--- src/rtl/debouncer_multi.sv ---
// Multi-channel switch/keypad debouncer: 2-flop synchronizer plus an independent
// stability counter per channel, producing a clean level and registered press/release pulses.
module debouncer_multi #(
  parameter int unsigned N_CH       = 4,
  parameter int unsigned COUNT_MAX  = 2400000,
  parameter bit          ACTIVE_LOW = 1'b0
) (
  input  logic            clk,
  input  logic            reset,
  input  logic [N_CH-1:0] raw_in,
  output logic [N_CH-1:0] level,
  output logic [N_CH-1:0] rise,
  output logic [N_CH-1:0] fall,
  output logic            any_active
);

  localparam int unsigned       CntW    = $clog2(COUNT_MAX);
  localparam logic [CntW-1:0]   CntLast = CntW'(COUNT_MAX - 1);
  localparam logic [CntW-1:0]   CntOne  = CntW'(1);

  logic [N_CH-1:0] logical_in;
  logic [N_CH-1:0] s1_q, s2_q;
  logic [N_CH-1:0] level_q, level_d;
  logic [N_CH-1:0] rise_q, rise_d;
  logic [N_CH-1:0] fall_q, fall_d;
  logic [CntW-1:0] cnt_q [N_CH];
  logic [CntW-1:0] cnt_d [N_CH];

  // Inversion happens before the synchronizer so reset value 0 always means "inactive".
  assign logical_in = raw_in ^ {N_CH{ACTIVE_LOW}};

  always_ff @(posedge clk or negedge reset) begin
    if (!reset) begin
      s1_q    <= '0;
      s2_q    <= '0;
      level_q <= '0;
      rise_q  <= '0;
      fall_q  <= '0;
      for (int i = 0; i < int'(N_CH); i++) begin
        cnt_q[i] <= '0;
      end
    end else begin
      s1_q    <= logical_in;
      s2_q    <= s1_q;
      level_q <= level_d;
      rise_q  <= rise_d;
      fall_q  <= fall_d;
      for (int i = 0; i < int'(N_CH); i++) begin
        cnt_q[i] <= cnt_d[i];
      end
    end
  end

  // Per channel: level_q is the stable state, a non-zero count means a candidate change is pending.
  always_comb begin
    level_d = level_q;
    rise_d  = '0;
    fall_d  = '0;
    for (int i = 0; i < int'(N_CH); i++) begin
      cnt_d[i] = cnt_q[i];
      if (s2_q[i] == level_q[i]) begin
        cnt_d[i] = '0;
      end else if (cnt_q[i] == CntLast) begin
        cnt_d[i]   = '0;
        level_d[i] = s2_q[i];
        rise_d[i]  = s2_q[i];
        fall_d[i]  = ~s2_q[i];
      end else begin
        cnt_d[i] = cnt_q[i] + CntOne;
      end
    end
  end

  assign level      = level_q;
  assign rise       = rise_q;
  assign fall       = fall_q;
  assign any_active = |level_q;

endmodule

--- config.mk ---
export PLATFORM = sky130hd
export DESIGN_NAME = debouncer_multi
export DESIGN_NICKNAME = d
export VERILOG_FILES = /design/src/rtl/debouncer_multi.sv
export SDC_FILE = /design/constraint.sdc
export NUM_CORES = 1
export LEC_CHECK = 0
export BUFFER_PORTS_ARGS = -buffer_cell sky130_fd_sc_hd__buf_2
export CORE_MARGIN = 1
export CORE_UTILIZATION = 30
export CTS_CLUSTER_DIAMETER = 80
export DETAILED_ROUTE_END_ITERATION = 10
export HOLD_SLACK_MARGIN = 0.15
export PLACE_DENSITY = 0.54
export SYNTH_ARGS = -nofsm -noshare
export SYNTH_HDL_FRONTEND = slang
export SYNTH_SLANG_ARGS = --single-unit
--- constraint.sdc ---
create_clock -name clk -period 2.7 [get_ports clk]
set_input_delay 0.135 -clock clk [delete_from_list [all_inputs] [get_ports clk]]
set_output_delay 0.135 -clock clk [all_outputs]
set_load 0.02 [all_outputs]
# Word level (Yosys, flattened, before mapping)
# Index checks and enable logic that the tools add are counted.
# op_classes
mux,24
n_eq_ne,8
n_reduce_logical,5
addsub,4
bitwise_logic,8
# ops
cell,count
2-to-1 mux 22 bit,8
adder 22 x 1 -> 22 bit (second input constant),4
equality test 22 bit (second input constant),4
2-to-1 mux 1 bit,16
NOT 1 bit,8
AND reduction 2 bit,4
equality test 1 bit,4
OR reduction 4 bit,1
# totals
in_bits,6
register_bits,108
wordCells,61
output_inout_bits,13

# Logic depth before layout (Yosys ltp)
# depth
ltp_word,3
mapped_depth,7
mapped_depth_nobuf,5

# Worst setup path before layout
# OpenSTA, ideal clock, no wires.
# synth_path
path_kind,register to register
startpoint,register cnt_q[22] (netlist bit)
endpoint,register level_q[2] (netlist: level[2])
setup_slack_ps,873
setup_ps,125
synth_period_minus_slack_ps,1827
arrival_time_ps,1702
path_stages_with_launch,7
path_cell_list,dfrtp_1 ha_1 nand4_1 or2_0 clkbuf_1 or2_2 mux2_2
# synth_via
elab_chain_cells,2
# synth_rtl
element,line,source
"start, declared",26,logic [CntW-1:0] cnt_q [N_CH];
"start signal, assigned by index",49,cnt_q[i] <= cnt_d[i];
equality test 22 bit,63,end else if (cnt_q[i] == CntLast) begin
AND reduction 2 bit (no line),-,
"end signal, assigned",45,level_q <= level_d;
"end, declared",23,"logic [N_CH-1:0] level_q, level_d;"
# No other way between the ends.
# A chain may end at the register's enable or synchronous reset.

==> summary.txt <==
run status: finished clean
crit-path cells: ha_1 > nand4_1 > or2_0 > or4_1 > a21oi_1
number of clock buffers inserted by TritonCTS: 9
total vias in the final route: 3928
most common cell after layout, fill and taps aside: sky130_fd_sc_hd__dfrtp_1
unrepaired setup endpoints after global routing: no
mean instance size in the synthesized netlist: 10.2 µm²
detailed router's first-iteration violation count: 163
Pins Over Slew Limit: 0
total of max-cap violations: 0
Multi-input gate area: 2360 µm²
CTS root buffer: sky130_fd_sc_hd__clkbuf_16
summed negative setup slack over all endpoints: 0 ps
Async S/R FF share, synth: 100%
pin count of the biggest net entering global routing: 52
wire per inst: 14.1 µm
layout overhead on the synthesized area: 13.4%
count of synthesis-stage warnings from yosys: 0
actual slew at the worst max-slew pin: 642 ps
number of cells in the design after placement: 738
PD cells: 513 nW/µm²
Final Instance Count excl. Fillers: 758
share of synthesized area spent on multiplexers: 0.873%
FF/Latch Area: 2700 µm²
clock slew at the register clock pins of the worst setup and hold paths: 60 ps
CTS tree: done
worst skew pair latency: 350 ps
total routing usage reported by global routing: 12.8%
DRC violations left: 0
ratio of cells with drive above 1 in the final layout: 9.67%
class of the worst hold path: in2async
Num Clock Sinks: 108
wire length of the first global-routing pass: 18400 µm
initial core utilization: 30.9%
Worst setup SP type: register
Finish-stage setup viols: 0
Remaining Overflow, GRT: 0
Leak: 2.35 nW
fmax: 0.498 GHz
Seq/Total Area, Yosys: 52.4%
min Tclk post-route: 2010 ps
Final GP Congestion: 0.802
wire length reported by the detailed router: 10700 µm
nets@finish: 544
count of final hold-check violations: 0
area of the mapped netlist: 5160 µm²
share of the synthesized netlist area taken by xor and xnor gates: 8.66%
commonest cells after routing, fill and taps aside: sky130_fd_sc_hd__dfrtp_1, sky130_fd_sc_hd__nor2_1, sky130_fd_sc_hd__a21oi_1, sky130_fd_sc_hd__xor2_1, sky130_fd_sc_hd__nand3_1
Final period util: 74.4%
CTS max path bufs: 2
cells after synthesis: 507
first-pass detailed-route iteration total: 4
HPWL Detailed: 7440 µm
critical path endpoint category: register
ys flop type: sky130_fd_sc_hd__dfrtp_1
FF+latch count, synth: 108
Synth Area in Adders: 0.970%
average vias per placed instance: 5.18
crit path DAT: 2280 ps
number of placement rows: 47
Top delay family on crit path: simple AND/OR/NAND/NOR gates
critical path class: reg2reg
Detail Route Antenna Nets: 0
number of buffers added on ports: 18
Vert. Die Dim: 133 µm
required time worst endpoint: 2970 ps
dominant combinational cell family by area after synthesis: simple AND/OR/NAND/NOR gates
number of cells upsized or downsized after cts: 0
maximum clock skew at final layout: 7.68 ps
n_diodes: 0
maximum ir drop on the vdd rail: 0.240 mV
fillers: 1703
CTS H-tree lvls: 3
hold-fix buffer count after cts: 5
number of I/O pins: 19
Max Fanout on Critical Path: 9
simple-gate area share of the yosys netlist: 27.0%
number of antenna violations at the first check in global routing: 0
area fraction in compound gates after synthesis: 8.30%
highest cell delay on the worst timing path: 550 ps
CP bufs+invs: 0
Die Area: 17700 µm²
chip width: 133 µm
relative max-transition margin: 57.2%
Setup Fix Bufs, Post-CTS: 0
number of distinct standard cells referenced by the synthesized netlist: 40
number of flops mapped to enable cells by yosys: 0
core area: 16700 µm²
Post-Synthesis Net Count: 517
Slowest cell on crit path: sky130_fd_sc_hd__or4_1
vias in the first global route: 3859
==> stage by stage <==
step                instance area, µm²  utilization, %  power, mW  hold WS (ps)  setup WS (ps)
floorplan                         5160               -       1.73          -161            873
global placement                  5530            33.1       1.79           201            751
detailed placement                5530            33.1       1.79           204            700
CTS                               5850            35.0       3.05           356            676
global route                      5850            35.0       3.11           368            516
finish                            5850            35.0       3.00           332            690
==> logic make-up after synthesis <==
family,after synthesis
adder cells (fa/ha/maj),4
AO/OA/AOI/OAI,73
AND/OR/NAND/NOR,244
multiplexers,4
XOR/XNOR,51
flip-flops,108
buffers and inverters,23
==> layer usage <==
layer	share of wire, %	global-route usage (%)	vias up
met5	0	0	-
met4	2.1	6.12	0
met3	2.1	1.86	15
met2	46	20.1	46
met1	49	17.5	1942
li1	-	-	1925
==> worst reg2reg max path: stages (launching register included) <==
cell,delay [ps]
sky130_fd_sc_hd__dfrtp_1,390
sky130_fd_sc_hd__ha_1,240
sky130_fd_sc_hd__nand4_1,180
sky130_fd_sc_hd__or2_0,410
sky130_fd_sc_hd__or4_1,550
sky130_fd_sc_hd__a21oi_1,160
==> path summary, 6_finish.rpt <==
path / startpoint / to / slack (ps) / cells past startpoint
max: cnt_q[22] / cnt_q[40] / 690 / 5
max reg2reg: cnt_q[22] / cnt_q[40] / 690 / 5
max in group asynchronous: reset / cnt_q[85] / 1600 / 3
min in group clk: s1_q[1] / s2_q[1] / 350 / 0
min reg2reg: s1_q[1] / s2_q[1] / 350 / 0
min: reset / cnt_q[15] / 330 / 2
==> cells in the mapped netlist, types with 2 or more instances <==
| cell type | number | share of area, % |
|---|---|---|
| sky130_fd_sc_hd__nand3_1 | 30 | 2.9 |
| sky130_fd_sc_hd__o21ai_0 | 14 | 1.4 |
| sky130_fd_sc_hd__or2_2 | 3 | 0.36 |
| sky130_fd_sc_hd__and3_1 | 14 | 1.7 |
| sky130_fd_sc_hd__nor3b_1 | 8 | 1.2 |
| sky130_fd_sc_hd__dfrtp_1 | 108 | 52 |
| sky130_fd_sc_hd__nor2b_1 | 3 | 0.36 |
| sky130_fd_sc_hd__ha_1 | 4 | 0.97 |
| sky130_fd_sc_hd__nor3_1 | 2 | 0.19 |
| sky130_fd_sc_hd__buf_2 | 5 | 0.49 |
| sky130_fd_sc_hd__o31ai_1 | 21 | 3.1 |
| sky130_fd_sc_hd__xor2_1 | 31 | 5.3 |
| sky130_fd_sc_hd__nor4bb_1 | 2 | 0.39 |
| sky130_fd_sc_hd__nand4_1 | 29 | 3.5 |
| sky130_fd_sc_hd__a21oi_1 | 34 | 3.3 |
| sky130_fd_sc_hd__nor4b_1 | 4 | 0.68 |
| sky130_fd_sc_hd__xnor2_1 | 20 | 3.4 |
| sky130_fd_sc_hd__clkbuf_1 | 11 | 0.80 |
| sky130_fd_sc_hd__inv_1 | 7 | 0.51 |
| sky130_fd_sc_hd__nand2_1 | 29 | 2.1 |
| sky130_fd_sc_hd__and4b_1 | 2 | 0.39 |
| sky130_fd_sc_hd__nand3_2 | 2 | 0.39 |
| sky130_fd_sc_hd__nor2_1 | 51 | 3.7 |
| sky130_fd_sc_hd__or3_1 | 14 | 1.7 |
| sky130_fd_sc_hd__mux2_2 | 4 | 0.87 |
| sky130_fd_sc_hd__and2_1 | 4 | 0.49 |
| sky130_fd_sc_hd__and4_1 | 9 | 1.5 |
| sky130_fd_sc_hd__nor4_1 | 8 | 0.97 |
| sky130_fd_sc_hd__or4_1 | 23 | 3.3 |
==> area by class of cell <==
cell class	count	share of cell area [%]
tap	220	4.71
clock buffer	14	4.51
inverter	7	0.449
sequential	108	46.2
multi-input combinational	376	40.4
clock inverter	1	0.128
timing repair buffer	32	3.59
==> power breakdown <==
group	internal [mW]	leakage [nW]	switching, mW
Combinational	0.0355	0.740	0.0703
Clock	0.673	0.129	0.561
Sequential	1.64	1.48	0.0207
Total	2.35	2.35	0.652
==> flip-flops by register name, indices dropped and copies added, names as in the netlist <==
| signal | flops |
|---|---|
| rise | 4 |
| fall | 4 |
| s1_q | 4 |
| cnt_q | 88 |
| level | 4 |
| s2_q | 4 |
Power figures use the tool's default switching activity.
